[src/rtl/fft_r2_scheduler.sv]
// Address/strobe sequencer for an in-place radix-2 DIT FFT through one shared butterfly.
// Issues one sample-pair read per cycle; twiddle and write-back addresses ride a LAT-deep delay line.
module fft_r2_scheduler #(
    parameter int LOGN    = 6,
    parameter int MEM_LAT = 1,
    parameter int BF_LAT  = 1,
    localparam int SW     = $clog2(LOGN)
) (
    input  logic            clk,
    input  logic            rst_n,
    input  logic            start,
    input  logic            hold,
    output logic            busy,
    output logic            done,
    output logic [SW-1:0]   stage,
    output logic            rd_en,
    output logic [LOGN-1:0] rd_addr0,
    output logic [LOGN-1:0] rd_addr1,
    output logic            bf_valid,
    output logic [LOGN-2:0] tw_idx,
    output logic            wr_en,
    output logic [LOGN-1:0] wr_addr0,
    output logic [LOGN-1:0] wr_addr1
);
    localparam int LAT = MEM_LAT + BF_LAT;
    localparam int KW  = LOGN - 1;

    typedef enum logic [1:0] {IDLE, RUN, DRAIN, DONE} state_t;

    state_t                   state;
    logic [KW-1:0]            k;
    logic [SW-1:0]            stage_q;
    logic [LAT:1]             vld_pipe;
    logic [LAT:1][LOGN-1:0]   a0_pipe;
    logic [LAT:1][LOGN-1:0]   a1_pipe;
    logic [MEM_LAT:1][KW-1:0] tw_pipe;

    logic                     issue;
    logic                     last_k;
    logic                     last_stage;
    logic                     tail_empty;
    logic [LOGN-1:0]          kx, half, pos, grp, a0, a1;
    logic [KW-1:0]            tw;

    assign issue      = (state == RUN) && !hold;
    assign last_k     = &k;
    assign last_stage = (stage_q == SW'(LOGN - 1));
    // Nothing younger than the entry now at write-back: the stage has fully drained.
    assign tail_empty = (vld_pipe[LAT-1:1] == '0);

    always_comb begin
        kx   = {1'b0, k};
        half = LOGN'(1) << stage_q;
        pos  = kx & (half - 1'b1);
        grp  = kx >> stage_q;
        a0   = ((grp << stage_q) << 1) + pos;
        a1   = a0 + half;
        tw   = pos[KW-1:0] << (SW'(LOGN - 1) - stage_q);
    end

    always_ff @(posedge clk or negedge rst_n) begin
        if (!rst_n) begin
            state   <= IDLE;
            k       <= '0;
            stage_q <= '0;
        end else begin
            case (state)
                IDLE: if (start) begin
                    state   <= RUN;
                    k       <= '0;
                    stage_q <= '0;
                end
                RUN: if (!hold) begin
                    k <= k + 1'b1;
                    if (last_k) state <= DRAIN;
                end
                // Next stage may not read until the last write of this one has landed.
                DRAIN: if (vld_pipe[LAT] && tail_empty) begin
                    if (last_stage) begin
                        state <= DONE;
                    end else begin
                        stage_q <= stage_q + 1'b1;
                        state   <= RUN;
                    end
                end
                DONE: begin
                    state   <= IDLE;
                    stage_q <= '0;
                end
                default: state <= IDLE;
            endcase
        end
    end

    always_ff @(posedge clk or negedge rst_n) begin
        if (!rst_n) begin
            vld_pipe <= '0;
            a0_pipe  <= '0;
            a1_pipe  <= '0;
            tw_pipe  <= '0;
        end else begin
            vld_pipe[1] <= issue;
            a0_pipe[1]  <= a0;
            a1_pipe[1]  <= a1;
            tw_pipe[1]  <= tw;
            for (int i = 2; i <= LAT; i++) begin
                vld_pipe[i] <= vld_pipe[i-1];
                a0_pipe[i]  <= a0_pipe[i-1];
                a1_pipe[i]  <= a1_pipe[i-1];
            end
            for (int i = 2; i <= MEM_LAT; i++) tw_pipe[i] <= tw_pipe[i-1];
        end
    end

    assign busy     = (state == RUN) || (state == DRAIN);
    assign done     = (state == DONE);
    assign stage    = stage_q;
    assign rd_en    = issue;
    assign rd_addr0 = issue ? a0 : '0;
    assign rd_addr1 = issue ? a1 : '0;
    assign bf_valid = vld_pipe[MEM_LAT];
    assign tw_idx   = vld_pipe[MEM_LAT] ? tw_pipe[MEM_LAT] : '0;
    assign wr_en    = vld_pipe[LAT];
    assign wr_addr0 = vld_pipe[LAT] ? a0_pipe[LAT] : '0;
    assign wr_addr1 = vld_pipe[LAT] ? a1_pipe[LAT] : '0;
endmodule

[config.mk]
export PLATFORM = sky130hd
export DESIGN_NAME = fft_r2_scheduler
export DESIGN_NICKNAME = d
export VERILOG_FILES = /design/src/rtl/fft_r2_scheduler.sv
export SDC_FILE = /design/constraint.sdc
export NUM_CORES = 1
export LEC_CHECK = 0
export CAP_MARGIN = 20
export CORE_ASPECT_RATIO = 0.8
export CORE_MARGIN = 2
export CORE_UTILIZATION = 45
export DETAILED_ROUTE_END_ITERATION = 10
export DONT_BUFFER_PORTS = 1
export GPL_TIMING_DRIVEN = 0
export RECOVER_POWER = 50
export REMOVE_ABC_BUFFERS = 1
export SLEW_MARGIN = 5
export SYNTH_ARGS = -nofsm -noshare
export SYNTH_HDL_FRONTEND = slang
export SYNTH_SLANG_ARGS = --single-unit
[constraint.sdc]
create_clock -name clk -period 4.57 [get_ports clk]
set_input_delay 0.2285 -clock clk [delete_from_list [all_inputs] [get_ports clk]]
set_output_delay 0.2285 -clock clk [all_outputs]
set_load 0.005 [all_outputs]
==> PnR_summary.wiki <==
{| class="wikitable"
! Metric !! Value
|-
| Cell area after synthesis || 0.00227 sq mm
|-
| Number of flops mapped to enable cells by yosys || 0
|-
| Insertion delay to the later sink of the worst-skew pair || 0.30 ns
|-
| Number of synthesized register bits || 41
|-
| Mean Syn Cell Area || 10.1 sq um
|-
| Number of levels the H-tree was split into || 2
|-
| Maximum number of pins on one net before global-route repair || 42
|-
| Count of pins over their slew limit || 42
|-
| Area post-placement || 0.00232 sq mm
|-
| Number of antenna violations at the first check in global routing || 0
|-
| Max clock buf depth || 2
|-
| Final RePlAce weighted congestion || 0.861
|-
| Starting density of the core || 45.9%
|-
| Hold-critical path depth || 2
|-
| Number of core rows || 23
|-
| Worst Tran Pin Value || 2.11 ns
|-
| Fraction of synthesis flops using an asynchronous set or reset pin || 100%
|-
| Worst setup SP type || flip-flop
|-
| Antenna Cells || 0
|-
| RSZ-0062 raised after global routing || no
|-
| Routed via count || 1,555
|-
| Cell taking the most area after synthesis || sky130_fd_sc_hd__dfrtp_1
|-
| Root buffer cell || sky130_fd_sc_hd__clkbuf_8
|-
| Number of global-route vias before repair || 1,457
|-
| Maximum frequency from static timing analysis || 0.236 GHz
|-
| Fill cell count || 454
|-
| GRT Resource Usage Total || 17.4%
|-
| Endpoint class of the critical path || primary output
|-
| WP data required || 4.34 ns
|-
| Per-cell via count in the routed design || 5.29
|-
| Maximum capacitance violations || 1
|-
| Max_slew headroom || -40.8%
|-
| Number of failing hold endpoints at the final stage || 0
|-
| P_leak || 1.19 nW
|-
| DRC errors left || 0
|-
| Routed WL || 4650 um
|-
| Sum of net half-perimeters after detailed placement || 3290 um
|-
| Worst EP arrival || 4.01 ns
|-
| Path class of the lowest-slack min-delay path || input pin to flip-flop
|-
| Die width || 83.5 um
|-
| Final total negative setup slack || 0 ns
|-
| Path depth of the worst reg2reg path || 14
|-
| Fraction of final layout cells with drive strength greater than 1 || 9.91%
|-
| Outcome || finished with violations
|-
| Port Buffers || 0
|-
| Number of ports placed on the die boundary || 41
|-
| Syn-to-layout area delta || 9.25%
|-
| Ratio of final minimum period to clock period || 92.7%
|-
| End-of-flow core utilization || 50.2%
|-
| Count of cell types in the netlist || 40
|-
| Number of warnings printed during yosys synthesis || 0
|-
| Clk_skew || 0.0105 ns
|-
| Top-area cell type share of the netlist area || 45.1%
|-
| Sinks on Clock Net || 41
|-
| Detailed-route wire length per cell || 15.8 um
|-
| CTS tree || done
|-
| Floorplan Core Area || 0.00495 sq mm
|-
| Clock buffer count from CTS || 5
|-
| Finish-stage setup viols || 0
|-
| Clock input transition at the sequential cells of the worst setup and hold paths || 0.09 ns
|-
| Overall overflow remaining after global route || 0
|-
| Cell types occupying the most area after synthesis || sky130_fd_sc_hd__dfrtp_1 (45%), sky130_fd_sc_hd__ha_1 (12%), sky130_fd_sc_hd__and2_1 (6.9%), sky130_fd_sc_hd__a21oi_1 (4.2%), sky130_fd_sc_hd__xnor2_1 (2.7%)
|-
| Time the final worst path needs with I/O delays and setup || 4.24 ns
|-
| Area of all placed cells without fillers || 0.00248 sq mm
|-
| Power per cell area || 657 mW/mm^2
|-
| Total Nets Final || 259
|-
| Number of routed nets with antenna violations || 0
|-
| Iteration-0 DRC Markers || 105
|-
| Failing checks || max-capacitance violations, max-slew violations
|-
| Sequential cell area fraction in the yosys report || 45.1%
|-
| Die footprint || 0.00564 sq mm
|-
| Max FO, Critical Path || 7
|-
| Die height || 67.6 um
|-
| Initial DRT Pass Iterations || 4
|-
| Gate count of the mapped netlist || 226
|-
| Largest vdd supply drop || 358 uV
|-
| Critical setup path kind || flip-flop to primary output
|-
| Prevailing post-synth register cell || sky130_fd_sc_hd__dfrtp_1
|-
| First-pass GRT wire length || 7470 um
|}
==> cells in the final DEF, fill, tap and decap left out, drive strengths merged, types with 2 or more instances in the layout <==
master / instances
and2: 26
inv: 15
dfrtp: 41
xor2: 3
o21ai: 13
clkinvlp: 2
a22oi: 2
nor2: 10
nand3: 2
nor2b: 5
ha: 22
fa: 2
nand2: 11
and3: 3
a32oi: 2
a21o: 5
nor4: 2
nand2b: 4
nor3: 8
clkbuf: 9
xnor2: 7
a211oi: 4
a21oi: 20
==> repair_timing <==
item,4_1_cts,5_1_grt
gates resized for setup,1,3
buffers inserted,0,3
hold buffers,2,0
endpoints found under the hold margin,41,0
setup endpoints to repair,1,1
==> Yosys cell counts (all sizes together) (2+ instances only) <==
master and instances:
a211oi 4, a21o 5, a21oi 20, a22oi 2, a32oi 2, and2 26
and3 3, buf 3, clkbuf 4, dfrtp 41, fa 2, ha 22
inv 16, nand2 11, nand2b 4, nand3 2, nor2 10, nor2b 5
nor3 8, nor4 2, o21ai 13, xnor2 7, xor2 3
==> logic make-up after synthesis <==
logic type | after synthesis | share of synthesized area [%]
and+or+nand+nor | 74 | 18.1
adders and majority gates | 24 | 13.9
AOI/OAI and AO/OA | 52 | 14.6
other | 1 | 0.165
xor gates and xnor gates | 10 | 3.85
buffers and inverters | 24 | 4.24
DFF | 41 | 45.1
==> through the flow <==
step                worst slack (ns)  std cells  hold WS [ns]  power [W]
floorplan                      0.902        219       -0.0671    0.00112
global placement               0.354        281       -0.0661    0.00129
detailed placement             0.314        281       -0.0663    0.00130
CTS                           0.0296        291         0.103    0.00162
global route                  0.0274        294         0.123    0.00178
finish                         0.333        294         0.111    0.00163
==> critical path, stage by stage, from the launching register on <==
cell and delay, ns:
sky130_fd_sc_hd__dfrtp_2 0.49, sky130_fd_sc_hd__clkinvlp_4 0.20, sky130_fd_sc_hd__ha_1 0.27, sky130_fd_sc_hd__nand2b_1 0.15
sky130_fd_sc_hd__ha_1 0.22, sky130_fd_sc_hd__clkinv_1 0.09, sky130_fd_sc_hd__or4_4 0.53, sky130_fd_sc_hd__a21boi_4 0.15
sky130_fd_sc_hd__ha_1 0.29, sky130_fd_sc_hd__xnor2_2 0.18, sky130_fd_sc_hd__ha_1 0.33, sky130_fd_sc_hd__nand2_1 0.05
sky130_fd_sc_hd__o21ai_0 0.20, sky130_fd_sc_hd__xor2_1 0.22, sky130_fd_sc_hd__xnor2_1 0.15, sky130_fd_sc_hd__and2_1 0.18
==> cell type report <==
| cell class | count | area [sq um] | area share [%] |
|---|---|---|---|
| timing repair buffer | 5 | 31.3 | 1.26 |
| sequential | 41 | 1030 | 41.4 |
| clock buffer | 6 | 82.6 | 3.32 |
| tap | 62 | 77.6 | 3.12 |
| inverter | 17 | 67.6 | 2.72 |
| multi-input combinational | 161 | 1160 | 46.6 |
| clock inverter | 2 | 37.5 | 1.51 |
==> per-layer routing <==
metal  vias to the layer above  track usage (%)  wire (um)
li1                        774                -          -
met1                       733             24.4       2440
met2                        40             25.9       1900
met3                         8             4.52        231
met4                         0             7.26         76
met5                         -                0          0
==> final timing paths <==
kind | from | end | slack [ns]
max | stage[0]$_DFFE_PN0P_ | rd_addr1[5] | 0.33
min | start | k[1]$_DFFE_PN0P_ | 0.11
max reg2reg | stage[0]$_DFFE_PN0P_ | a1_pipe[5]$_DFF_PN0_ | 0.95
min reg2reg | a0_pipe[4]$_DFF_PN0_ | a0_pipe[10]$_DFF_PN0_ | 0.35
max in group asynchronous | rst_n | stage[0]$_DFFE_PN0P_ | 2.15
min in group asynchronous | rst_n | stage[1]$_DFFE_PN0P_ | 1.07
==> registers in the layout, indices dropped and copies added, names as in the netlist <==
register and flops:
a0_pipe 12, a1_pipe 12, k 5, stage 3
state 2, tw_pipe 5, vld_pipe 2
==> power by group <==
group | total [W] | internal, W | leakage [nW] | switching (W)
clock | 0.000311 | 0.000178 | 0.0574 | 0.000133
sequential | 0.000576 | 0.000482 | 0.534 | 0.0000940
combinational | 0.000745 | 0.000292 | 0.600 | 0.000453
total | 0.00163 | 0.000951 | 1.19 | 0.000680
(Power assumes the default switching activity.)
